$ cat src/rtl/oh_clockdiv_ctrl.sv
// Reconfiguration sequencer for oh_clockdiv. It gates the divider, loads the
// new ratio and phases with a clkchange pulse, then waits for clkstable.
module oh_clockdiv_ctrl #(
    parameter int QUIESCE = 4,
    parameter int TIMEOUT = 4096
) (
    input  logic        clk,
    input  logic        reset,
    input  logic        enable,
    input  logic        req_valid,
    output logic        req_ready,
    input  logic [7:0]  req_div,
    input  logic        req_auto,
    input  logic [15:0] req_phase0,
    input  logic [15:0] req_phase1,
    output logic        busy,
    output logic        done,
    output logic        error,
    output logic        div_clken,
    output logic        div_clkchange,
    output logic [7:0]  div_clkdiv,
    output logic [15:0] div_clkphase0,
    output logic [15:0] div_clkphase1,
    input  logic        div_clkstable
);
    localparam int QW = (QUIESCE > 1) ? $clog2(QUIESCE) : 1;
    localparam int TW = (TIMEOUT > 1) ? $clog2(TIMEOUT) : 1;
    localparam logic [QW-1:0] QLAST = QW'(QUIESCE - 1);
    localparam logic [TW-1:0] TLAST = TW'(TIMEOUT - 1);

    typedef enum logic [2:0] {
        S_IDLE,
        S_GATE,
        S_LOAD,
        S_WAIT,
        S_DONE
    } state_t;

    state_t        r_state;
    logic [QW-1:0] r_qcnt;
    logic [TW-1:0] r_tcnt;
    logic [7:0]    r_sh_div;
    logic [15:0]   r_sh_ph0;
    logic [15:0]   r_sh_ph1;
    logic          r_done;
    logic          r_error;
    logic          r_clkchange;
    logic [31:0]   w_auto_ph;

    // Returns {phase1, phase0}, each {fall, rise}, with P = D + 1 in 9 bits.
    function automatic logic [31:0] auto_phases(input logic [7:0] d);
        logic [8:0] p;
        logic [7:0] half;
        logic [7:0] quarter;
        p       = {1'b0, d} + 9'd1;
        half    = 8'(p >> 1);
        quarter = 8'(p >> 2);
        if (d == 8'd0) begin
            return 32'h0000_0000;
        end
        return {quarter + half, quarter, half, 8'h00};
    endfunction

    assign w_auto_ph = auto_phases(req_div);

    always_ff @(posedge clk or posedge reset) begin
        if (reset) begin
            r_state       <= S_IDLE;
            r_qcnt        <= '0;
            r_tcnt        <= '0;
            r_sh_div      <= 8'h00;
            r_sh_ph0      <= 16'h0000;
            r_sh_ph1      <= 16'h0000;
            r_done        <= 1'b0;
            r_error       <= 1'b0;
            r_clkchange   <= 1'b0;
            div_clkdiv    <= 8'h00;
            div_clkphase0 <= 16'h0000;
            div_clkphase1 <= 16'h0000;
        end else begin
            case (r_state)
                S_IDLE: begin
                    if (req_valid) begin
                        r_sh_div <= req_div;
                        r_sh_ph0 <= req_auto ? w_auto_ph[15:0]  : req_phase0;
                        r_sh_ph1 <= req_auto ? w_auto_ph[31:16] : req_phase1;
                        r_qcnt   <= '0;
                        r_state  <= S_GATE;
                    end
                end
                S_GATE: begin
                    if (r_qcnt == QLAST) begin
                        div_clkdiv    <= r_sh_div;
                        div_clkphase0 <= r_sh_ph0;
                        div_clkphase1 <= r_sh_ph1;
                        r_clkchange   <= 1'b1;
                        r_state       <= S_LOAD;
                    end else begin
                        r_qcnt <= r_qcnt + 1'b1;
                    end
                end
                S_LOAD: begin
                    r_clkchange <= 1'b0;
                    r_tcnt      <= '0;
                    r_state     <= S_WAIT;
                end
                S_WAIT: begin
                    // Stability wins over a timeout landing in the same cycle.
                    if (div_clkstable) begin
                        r_done  <= 1'b1;
                        r_error <= 1'b0;
                        r_state <= S_DONE;
                    end else if (r_tcnt == TLAST) begin
                        r_done  <= 1'b1;
                        r_error <= 1'b1;
                        r_state <= S_DONE;
                    end else begin
                        r_tcnt <= r_tcnt + 1'b1;
                    end
                end
                S_DONE: begin
                    r_done  <= 1'b0;
                    r_error <= 1'b0;
                    r_state <= S_IDLE;
                end
                default: begin
                    r_state <= S_IDLE;
                end
            endcase
        end
    end

    // Reset is folded in so the divider and requester see it without waiting for an edge.
    assign req_ready     = (r_state == S_IDLE) & ~reset;
    assign div_clken     = (r_state == S_IDLE) ? (enable & ~reset)
                                               : ((r_state == S_WAIT) || (r_state == S_DONE));
    assign busy          = (r_state != S_IDLE);
    assign done          = r_done;
    assign error         = r_error;
    assign div_clkchange = r_clkchange;

endmodule
$ cat config.mk
export PLATFORM = sky130hd
export DESIGN_NAME = oh_clockdiv_ctrl
export DESIGN_NICKNAME = d
export VERILOG_FILES = /design/src/rtl/oh_clockdiv_ctrl.sv
export SDC_FILE = /design/constraint.sdc
export NUM_CORES = 1
export LEC_CHECK = 0
export ABC_AREA = 1
export CORE_MARGIN = 4
export CORE_UTILIZATION = 41
export CTS_BUF_LIST = sky130_fd_sc_hd__clkbuf_8
export CTS_CLUSTER_SIZE = 28
export DETAILED_ROUTE_END_ITERATION = 12
export PLACE_DENSITY = 0.65
export SLEW_MARGIN = 25
export SYNTH_ARGS = -nofsm -noshare
export SYNTH_HDL_FRONTEND = slang
export SYNTH_SLANG_ARGS = --single-unit
export TNS_END_PERCENT = 1
$ cat constraint.sdc
create_clock -name clk -period 6.7 [get_ports clk]
set_input_delay 1.34 -clock clk [delete_from_list [all_inputs] [get_ports clk]]
set_output_delay 1.34 -clock clk [all_outputs]
set_load 0.005 [all_outputs]
==> summary.md, run 1 <==
| Metric | Value |
|---|---|
| DIE AREA | 0.0135 mm² |
| Via/cell ratio | ~5 |
| Row cnt | 39 |
| Post-Syn Nets | about 640 |
| Post-Route WL | roughly 11 mm |
| First-pass GRT wire length | a little under 20 mm |
| CP Class | in -> out |
| Synth Warn # | 0 |
| Synth Register Bits | 100 |
| Reg clk slew, reported paths | around 0.11 ns |
| Fmax | ~0.25 GHz |
| CTS hold repair buffers | 0 |
| H-Tree Level Count | 3 |
| Number of flops mapped to enable cells by yosys | 0 |
| Crit path from | reset |
| Max Cap Viol | 0 |
| Pwr dens | about 350 mW/mm² |
| DP HPWL | approximately 8.4 mm |
| Final hold vios | 0 |
| Slew HR | 0.331 |
| Main area contributors after synthesis | dfrtp_1, nand2_1, inv_1 |
| Pin count of the biggest net entering global routing | between 60 and 70 |
| Final Power | 2.12 mW |
| Unique masters post-synth | 31 |
| IO Port Bufs | between 90 and 100 |
| ANT nets after route | 0 |
| Fin crit share | 0.589 |
| Initial Util | 0.419 |
| HP Start | r_sh_ph0[6] |
| Register area share after synthesis | 0.521 |
| Fin Setup TNS | 0 ns |
| Worst path required time | about 5.4 ns |
| Final nets | between 700 and 800 |
| Drt pass-1 iters | 4 |
| Top Ports | 92 |
| Mean Syn Cell Area | between 8 and 9 µm² |
| Antenna violations before repair | 0 |
| Num CTS Buffers | 9 |
| Routed len/inst | 13.9 µm |
| CP max FO | 2 |
| CP Launch Type | input pin |
| Prevailing post-synth register cell | dfrtp_1 |
| Post-synth top area cell | dfrtp_1 |
| RePlAce Congestion | 0.959 |
| Slew @ Worst Pin | between 0.9 and 1 ns |
| DRC viols | 0 |
| Post-synthesis instance total | 580 |
| Post_cts resized | 0 |
| Via count | a little under 4k |
| Core area | roughly 0.011 mm² |
| GR Overflow Total | 0 |
| RSZ-0062 raised after global routing | no |
| Clock Sinks | 100 |
| Vias in the first global route | 4027 |
| Antenna diodes | 0 |
| Clk_lat worst skew | around 0.38 ns |
| Clock skew | roughly 0.013 ns |
| Die X-Extent | between 100 and 150 µm |
| Clock Tree Root | clkbuf_8 |
| # setup viols final | 0 |
| Status | complete, no violations |
| Synth top area share | 0.521 |
| DRT iter0 DRCs | roughly 310 |
| Layout area overhead | 25.8% |
| Async set or reset register ratio after synthesis | 1.00 |
| Die Height | ~120 µm |
| Crit path DAT | approximately 2.6 ns |
| CP Capture Type | primary output |
| Fin. max-slew vios | 0 |
| # Post-CTS Setup Buffers | 0 |
| Overall routing resource usage | 0.182 |
| Synthesized area | 0.00480 mm² |
| Worst min path class | reg -> reg |
| Final Critical Period | approximately 3.9 ns |
| CTS max path bufs | 2 |
| Peak VDD IR | 176 µV |
| Share of cells above drive strength 1 | 0.0611 |
| CTS tree | yes |
| Worst flop-to-flop path startpoint | r_state[2] |
| Leakage | about 3 nW |
-- layout by cell type, fill, tap and decap left out, types with 3 or more instances in the layout --
cell type / count
nand2_1: 182
dfrtp_1: 100
clkdlybuf4s50_1: 91
inv_1: 62
o21ai_0: 37
nand3_1: 36
a21oi_1: 29
nor2_1: 27
a22oi_1: 15
ha_1: 11
o21ai_1: 10
clkbuf_8: 10
xor2_1: 8
a2bb2oi_1: 7
inv_2: 6
nand4_1: 4
nor2_4: 3
-- sequential cells by signal, summed over array words and instances (netlist names) --
signal         cells
r_state            3
div_clkchange      1
div_clkphase1     16
div_clkdiv         8
done               1
r_tcnt            12
error              1
r_sh_ph1          16
r_sh_ph0          16
div_clkphase0     16
r_sh_div           8
r_qcnt             2
-- final cells by class --
| type | count | area (µm²) |
|---|---|---|
| Clock buffer | 10 | 138 |
| Timing Repair Buffer | 93 | 926 |
| Clock inverter | 6 | 65.1 |
| Multi-Input combinational cell | 391 | 1960 |
| Inverter | 71 | 269 |
| Tap cell | 143 | 179 |
| Fill cell | 1071 | 5420 |
| Sequential cell | 100 | 2500 |
-- report_power, final --
part	total, mW	leakage (nW)	switching, mW	internal, mW
Combinational	0.777	1.59	0.383	0.394
Sequential	0.955	1.25	0.118	0.837
Clock	0.386	0.104	0.229	0.157
-- synth_stat cells (3+ instances only) --
cell	count
clkbuf_1	17
dfrtp_1	100
ha_1	11
nand3_1	37
nor2_4	3
o21ai_1	10
inv_2	6
a22oi_1	15
nand4_1	4
a2bb2oi_1	7
nand2_1	182
o21ai_0	37
nor2_1	27
a21oi_1	29
inv_1	63
xor2_1	8
-- kinds of logic (layout without fill, tap and decap cells) --
group	Yosys count	count (layout)	share of synthesized area
and+or+nand+nor	267	267	0.235
AOI/OAI and AO/OA	103	103	0.126
DFF	100	100	0.521
buffers and inverters	89	180	0.0711
adders and majority gates	11	11	0.0287
xor gates and xnor gates	10	10	0.0182
-- critical path, cell delays in order --
cell and delay, ns:
clkdlybuf4s50_1 0.46, nor2_1 0.16, nand2_1 0.07, nand3_1 0.07, clkdlybuf4s50_1 0.51
-- metrics by stage --
step	hold WS (ns)	cell area (µm²)	worst slack [ns]	cells	util
6_report	0.482	6040	2.75	814	0.527
5_1_grt	0.517	6040	2.69	814	0.527
4_1_cts	0.488	6040	2.75	814	0.527
3_5_place_dp	0.461	5840	2.59	798	0.509
3_3_place_gp	0.453	5840	2.71	798	0.509
2_1_floorplan	0.449	4800	2.74	580	-
-- layer usage --
metal / vias up / wire length (µm) / global-route usage
li1: 2034 / - / -
met1: 1879 / 4930 / 0.236
met2: 57 / 5770 / 0.312
met3: 10 / 460 / 0.0435
met4: 0 / 138 / 0.0418
met5: - / 0 / 0
-- final timing paths --
kind / endpoint / slack (ns) / depth (start not counted)
min in group asynchronous: r_tcnt[11] / 1.34 / 2
setup reg to reg: div_clkphase1[12] / 4.30 / 5
hold / removal: div_clkphase0[6] / 0.48 / 2
max in group asynchronous: div_clkphase1[6] / 4.17 / 3
setup / recovery: div_clken / 2.75 / 5
hold reg to reg: div_clkphase0[6] / 0.48 / 2
No activity file was read; power rests on OpenSTA's default activity.
==> run 2: changes to the inputs <==
clock period = 4 ns   (was 6.7 ns; I/O delays follow)
==> run 2 against run 1 <==
Via count is 1.8% higher; clock power is 75% higher; cell count is 0.25% higher; clock skew is 0.0034 ns lower; non-clock buffer count is 2 higher; global-route usage is 0.069 points higher; critical path type is now in -> reg; total power is 69% higher; worst setup slack worse by 1.7 ns; critical endpoint is now r_sh_ph1[15]; clock-buffer cell count stayed put; sequential share of layout area is 0.24 points lower.
==> summary.md, run 2 (same netlist as run 1, synthesis figures left out) <==
| Metric | Value |
|---|---|
| Drt pass-1 iters | 4 |
| Slew HR | 0.471 |
| Fin crit share | 0.750 |
| Fill cell count | 1113 |
| Vias in the first global route | between 4k and 5k |
| Fin Setup TNS | 0 ns |
| Clock Sinks | 100 |
| Overall routing resource usage | 0.183 |
| Fmax | 0.334 GHz |
| DP HPWL | 8.45 mm |
| CP Launch Type | input pin |
| Met1 usage | 0.238 |
| CP Class | in -> reg |
| Leakage | about 3.0 nW |
| # Post-CTS Setup Buffers | 0 |
| Reg clk slew, reported paths | 0.09 ns |
| Layout area overhead | 26.5% |
| Peak VDD IR | between 200 and 250 µV |
| Final hold vios | 0 |
| Routed len/inst | about 14 µm |
| CP Capture Type | flip-flop |
| Post_cts resized | 0 |
| Num CTS Buffers | 9 |
| Fin. max-slew vios | 0 |
| Top Ports | 92 |
| Hold WS | between 0.4 and 0.5 ns |
| Clock skew | roughly 0.0093 ns |
| GR Overflow Total | 0 |
| Commonest non-fill, non-tap cell in the layout | nand2_1 |
| Layer with the highest usage | met2 |
| Met2 GRT Util | 0.314 |
| Worst min path class | reg -> reg |
| Antenna violations before repair | 0 |
| Post-Route WL | around 12 mm |
| Via/cell ratio | between 4 and 5 |
| Clock Tree Root | clkbuf_8 |
| Via count | roughly 4.1k |
| Initial Util | 0.419 |
| Worst path required time | roughly 4.3 ns |
| CTS hold repair buffers | 0 |
| IO Port Bufs | 91 |
| DRC viols | 0 |
| Die X-Extent | between 100 and 150 µm |
| DIE AREA | around 0.014 mm² |
| Commonest cells after routing, fill and taps aside | nand2_1, dfrtp_1, clkdlybuf4s50_1, inv_1, o21ai_0 |
| Max Cap Viol | 0 |
| Antenna diodes | 0 |
| First-pass GRT wire length | 19.7 mm |
| Met3 Use GR | 0.0352 |
| Slew @ Worst Pin | roughly 0.79 ns |
| Row cnt | 39 |
| Share of cells above drive strength 1 | 0.0639 |
| Status | complete, no violations |
| CP max FO | 5 |
| Core area | between 0.01 and 0.015 mm² |
| Pin count of the biggest net entering global routing | 65 |
| H-Tree Level Count | 3 |
| # setup viols final | 0 |
| Final Critical Period | 3.00 ns |
| DRT iter0 DRCs | ~240 |
| Final nets | about 730 |
| Pwr dens | between 500 and 600 mW/mm² |
| RSZ-0062 raised after global routing | no |
| RePlAce Congestion | 1.00 |
| CTS max path bufs | 2 |
| Crit path DAT | roughly 3.3 ns |
| Die Height | around 120 µm |
| Clk_lat worst skew | between 0.3 and 0.4 ns |
| CTS tree | yes |
| Final Power | between 3 and 4 mW |
| ANT nets after route | 0 |
| R2r setup slk | roughly 1.6 ns |
run 2: changes by cell type in the layout (fill, tap and decap cells not counted), sizes merged:
cell / before / now
clkinvlp: 0 / 2
buf: 2 / 4
inv: 73 / 70
bufinv: 0 / 1
run 2: worst max-delay path: stages:
cell             delay, ns
clkdlybuf4s50_1       0.56
ha_1                  0.23
nand2_1               0.08
inv_1                 0.10
nand3_1               0.10
nor2_1                0.10
inv_1                 0.06
nand2_1               0.05
inv_1                 0.06
ha_1                  0.36
nand2_1               0.08
nand2_1               0.08
a21oi_1               0.13
nor2_1                0.05
nor2_1                0.12
nand2_1               0.07
nand2_1               0.06
nand3_1               0.06
a21oi_1               0.15
run 2: power breakdown:
group / leakage (nW) / total [mW] / switching (mW) / internal [mW]
sequential: 1.25 / 1.60 / 0.197 / 1.40
combinational: 1.60 / 1.31 / 0.649 / 0.663
clock: 0.0995 / 0.675 / 0.363 / 0.312
total: 2.95 / 3.59 / 1.21 / 2.38
run 2: per-layer routing:
metal / share of wire / up-vias / wire [µm]
met1: 0.45 / 1931 / 5220
met4: 0.011 / 0 / 125
met5: 0 / - / 0
li1: - / 2036 / -
met3: 0.039 / 8 / 444
met2: 0.50 / 78 / 5720
run 2: path summary, 6_finish.rpt:
check	start	to	cells after the start
min reg2reg	r_sh_div[1]	div_clkdiv[1]	2
max in group asynchronous	reset	div_clkphase1[14]	3
max	req_div[1]	r_sh_ph1[15]	19
min in group asynchronous	reset	error	2
min	r_sh_div[1]	div_clkdiv[1]	2
max reg2reg	r_state[2]	div_clkphase1[12]	6
run 2: final cells by class:
type                            instances  area (µm²)  share of cell area
Clock buffer                           10         138              0.0226
Clock inverter                          6        71.3              0.0117
Inverter                               71         270              0.0445
Multi-Input combinational cell        391        1960               0.323
Sequential cell                       100        2500               0.412
Tap cell                              143         179              0.0294
Timing Repair Buffer                   95         953               0.157
run 2: metrics by stage:
step,cell area [µm²],cells,setup WS [ns],utilization
2_1_floorplan,4800,580,0.581,-
3_3_place_gp,5870,800,0.773,0.512
3_5_place_dp,5870,800,0.648,0.512
4_1_cts,6080,816,1.04,0.530
5_1_grt,6080,816,0.685,0.530
6_report,6080,816,1.00,0.530
==> run 3: changes to the inputs <==
PLACE_DENSITY = 0.68   (was 0.65)
clock period = 2.6 ns   (was 4 ns; I/O delays follow)
==> run 3 against run 2 <==
Routed wire length rose by 0.73%; clock power increased by 78%; core utilization up 3.4 points; non-clock buffer count increased by 38; critical path depth down 13; clock-buffer cell count stayed put; hold slack worse by 0.0026 ns; register-to-register slack worse by 1.1 ns; critical endpoint is now div_clken; largest cell class unchanged.
==> summary.md, run 3 (same netlist as run 1, synthesis figures left out) <==
| Metric | Value |
|---|---|
| Fin. max-slew vios | 0 |
| Via/cell ratio | 4.92 |
| Post_cts resized | 0 |
| Overall routing resource usage | 0.183 |
| CTS max path bufs | 2 |
| RSZ-0062 raised after global routing | no |
| Status | complete, no violations |
| Antenna violations before repair | 0 |
| Worst min path class | reg -> reg |
| # setup viols final | 0 |
| Clock Tree Root | clkbuf_8 |
| Slew HR | 0.462 |
| Fmax | approximately 0.4 GHz |
| ANT nets after route | 0 |
| Num CTS Buffers | 9 |
| Row cnt | 39 |
| R2r setup slk | about 0.54 ns |
| Commonest non-fill, non-tap cell in the layout | nand2_1 |
| Worst path required time | 2.08 ns |
| Initial Util | 0.419 |
| Commonest cells after routing, fill and taps aside | nand2_1, dfrtp_1, clkdlybuf4s50_1, inv_1, buf_4 |
| Slew @ Worst Pin | a little over 0.8 ns |
| Fin cells | around 850 |
| DP Worst Slack | -0.294 ns |
| # Post-CTS Setup Buffers | 0 |
| Clock Sinks | 100 |
| Fill cell count | about 1.1k |
| Post-Place Cells | 838 |
| Final hold vios | 0 |
| CP Class | reg -> out |
| Share of cells above drive strength 1 | 0.127 |
| Fin Setup TNS | 0 ns |
| Hold path depth | 2 |
| Final Power | about 5.8 mW |
| Clk_lat worst skew | 0.37 ns |
| CTS tree | yes |
| Via count | ~4.2k |
| CP max FO | 8 |
| Drt pass-1 iters | 5 |
| Reg clk slew, reported paths | approximately 0.090 ns |
| RePlAce Congestion | about 0.92 |
| Routed len/inst | 13.6 µm |
| HP Start | div_clkphase0[7] |
| Final nets | ~760 |
| Final Worst Setup Slack | ~0.14 ns |
| CTS hold repair buffers | 0 |
| Leakage | roughly 3.2 nW |
| DIE AREA | 0.0135 mm² |
| DP HPWL | 8.65 mm |
| DRC viols | 0 |
| Crit path DAT | slightly below 2 ns |
| First-pass GRT wire length | between 15 and 20 mm |
| Clock skew | approximately 0.0054 ns |
| Max Cap Viol | 0 |
| Antenna diodes | 0 |
| Peak VDD IR | 401 µV |
| Pin count of the biggest net entering global routing | 65 |
| Final Critical Period | 2.46 ns |
| Die Height | between 100 and 150 µm |
| Layout area overhead | 34.6% |
| Post-Route WL | ~12 mm |
| DRT iter0 DRCs | around 260 |
| CP Capture Type | primary output |
| IO Port Bufs | just over 90 |
| Fin crit share | 0.945 |
| H-Tree Level Count | 3 |
| Pwr dens | approximately 890 mW/mm² |
| Sequential Area | between 0.002 and 0.003 mm² |
| CP Launch Type | flip-flop |
| Worst flop-to-flop path startpoint | r_tcnt[0] |
| Worst R2R Path Depth | 14 |
| Footprint of the multi-input gates | between 0.002 and 0.0025 mm² |
| Crit path from | r_state[2] |
| Core area | roughly 0.011 mm² |
| Vias in the first global route | ~4.3k |
| Top Ports | 92 |
| GR Overflow Total | 0 |
| Die X-Extent | 116 µm |
## run 3: cell count changes in the layout (fill, tap and decap cells not counted), moves of 2 or more
cell             before  now
dlymetal6s2s_1        0    2
a21oi_2               0    3
bufinv_16             1    3
inv_2                 5    7
a21oi_1              29   26
ha_4                  0    2
clkdlybuf4s50_1      91   89
ha_1                 11    8
buf_4                 3   40
## run 3: per-layer routing
layer | up-vias | wire [µm] | GRT usage
met4 | 0 | 186 | 0.0580
met3 | 15 | 431 | 0.0342
met2 | 78 | 5920 | 0.310
li1 | 2117 | - | -
met1 | 1992 | 5050 | 0.237
met5 | - | 0 | 0
## run 3: final cells by class
cell class              count  share of cell area
well taps                 143              0.0277
multi-input cells         391               0.311
clock inverters             6              0.0170
clock buffers              10              0.0213
flip-flops and latches    100               0.387
inverters                  71              0.0420
repair buffers            133               0.194
## run 3: worst max-delay path: stages, from the launching register on
cell	delay, ns
dfrtp_1	0.44
nor2_2	0.21
inv_2	0.06
nor2_4	0.08
inv_1	0.14
nand3_1	0.13
clkdlybuf4s50_1	0.51
## run 3: power by group
| part | switching [mW] | internal (mW) |
|---|---|---|
| Sequential | 0.301 | 2.16 |
| Combinational | 1.01 | 1.09 |
| Clock | 0.538 | 0.665 |
## run 3: per-stage QoR
step           utilization  instance area [µm²]  hold slack, ns
2_1_floorplan            -                 4810           0.449
3_3_place_gp         0.538                 6170           0.456
3_5_place_dp         0.538                 6170           0.461
4_1_cts              0.559                 6410           0.485
5_1_grt              0.564                 6470           0.502
6_report             0.564                 6470           0.479
## run 3: worst paths after layout
| kind | end |
|---|---|
| worst max register to register | r_tcnt[5] |
| worst min-delay path | div_clkphase0[7] |
| worst min register to register | div_clkphase0[7] |
| max in group asynchronous | div_clkphase1[8] |
| min in group asynchronous | r_state[2] |
| worst max-delay path | div_clken |
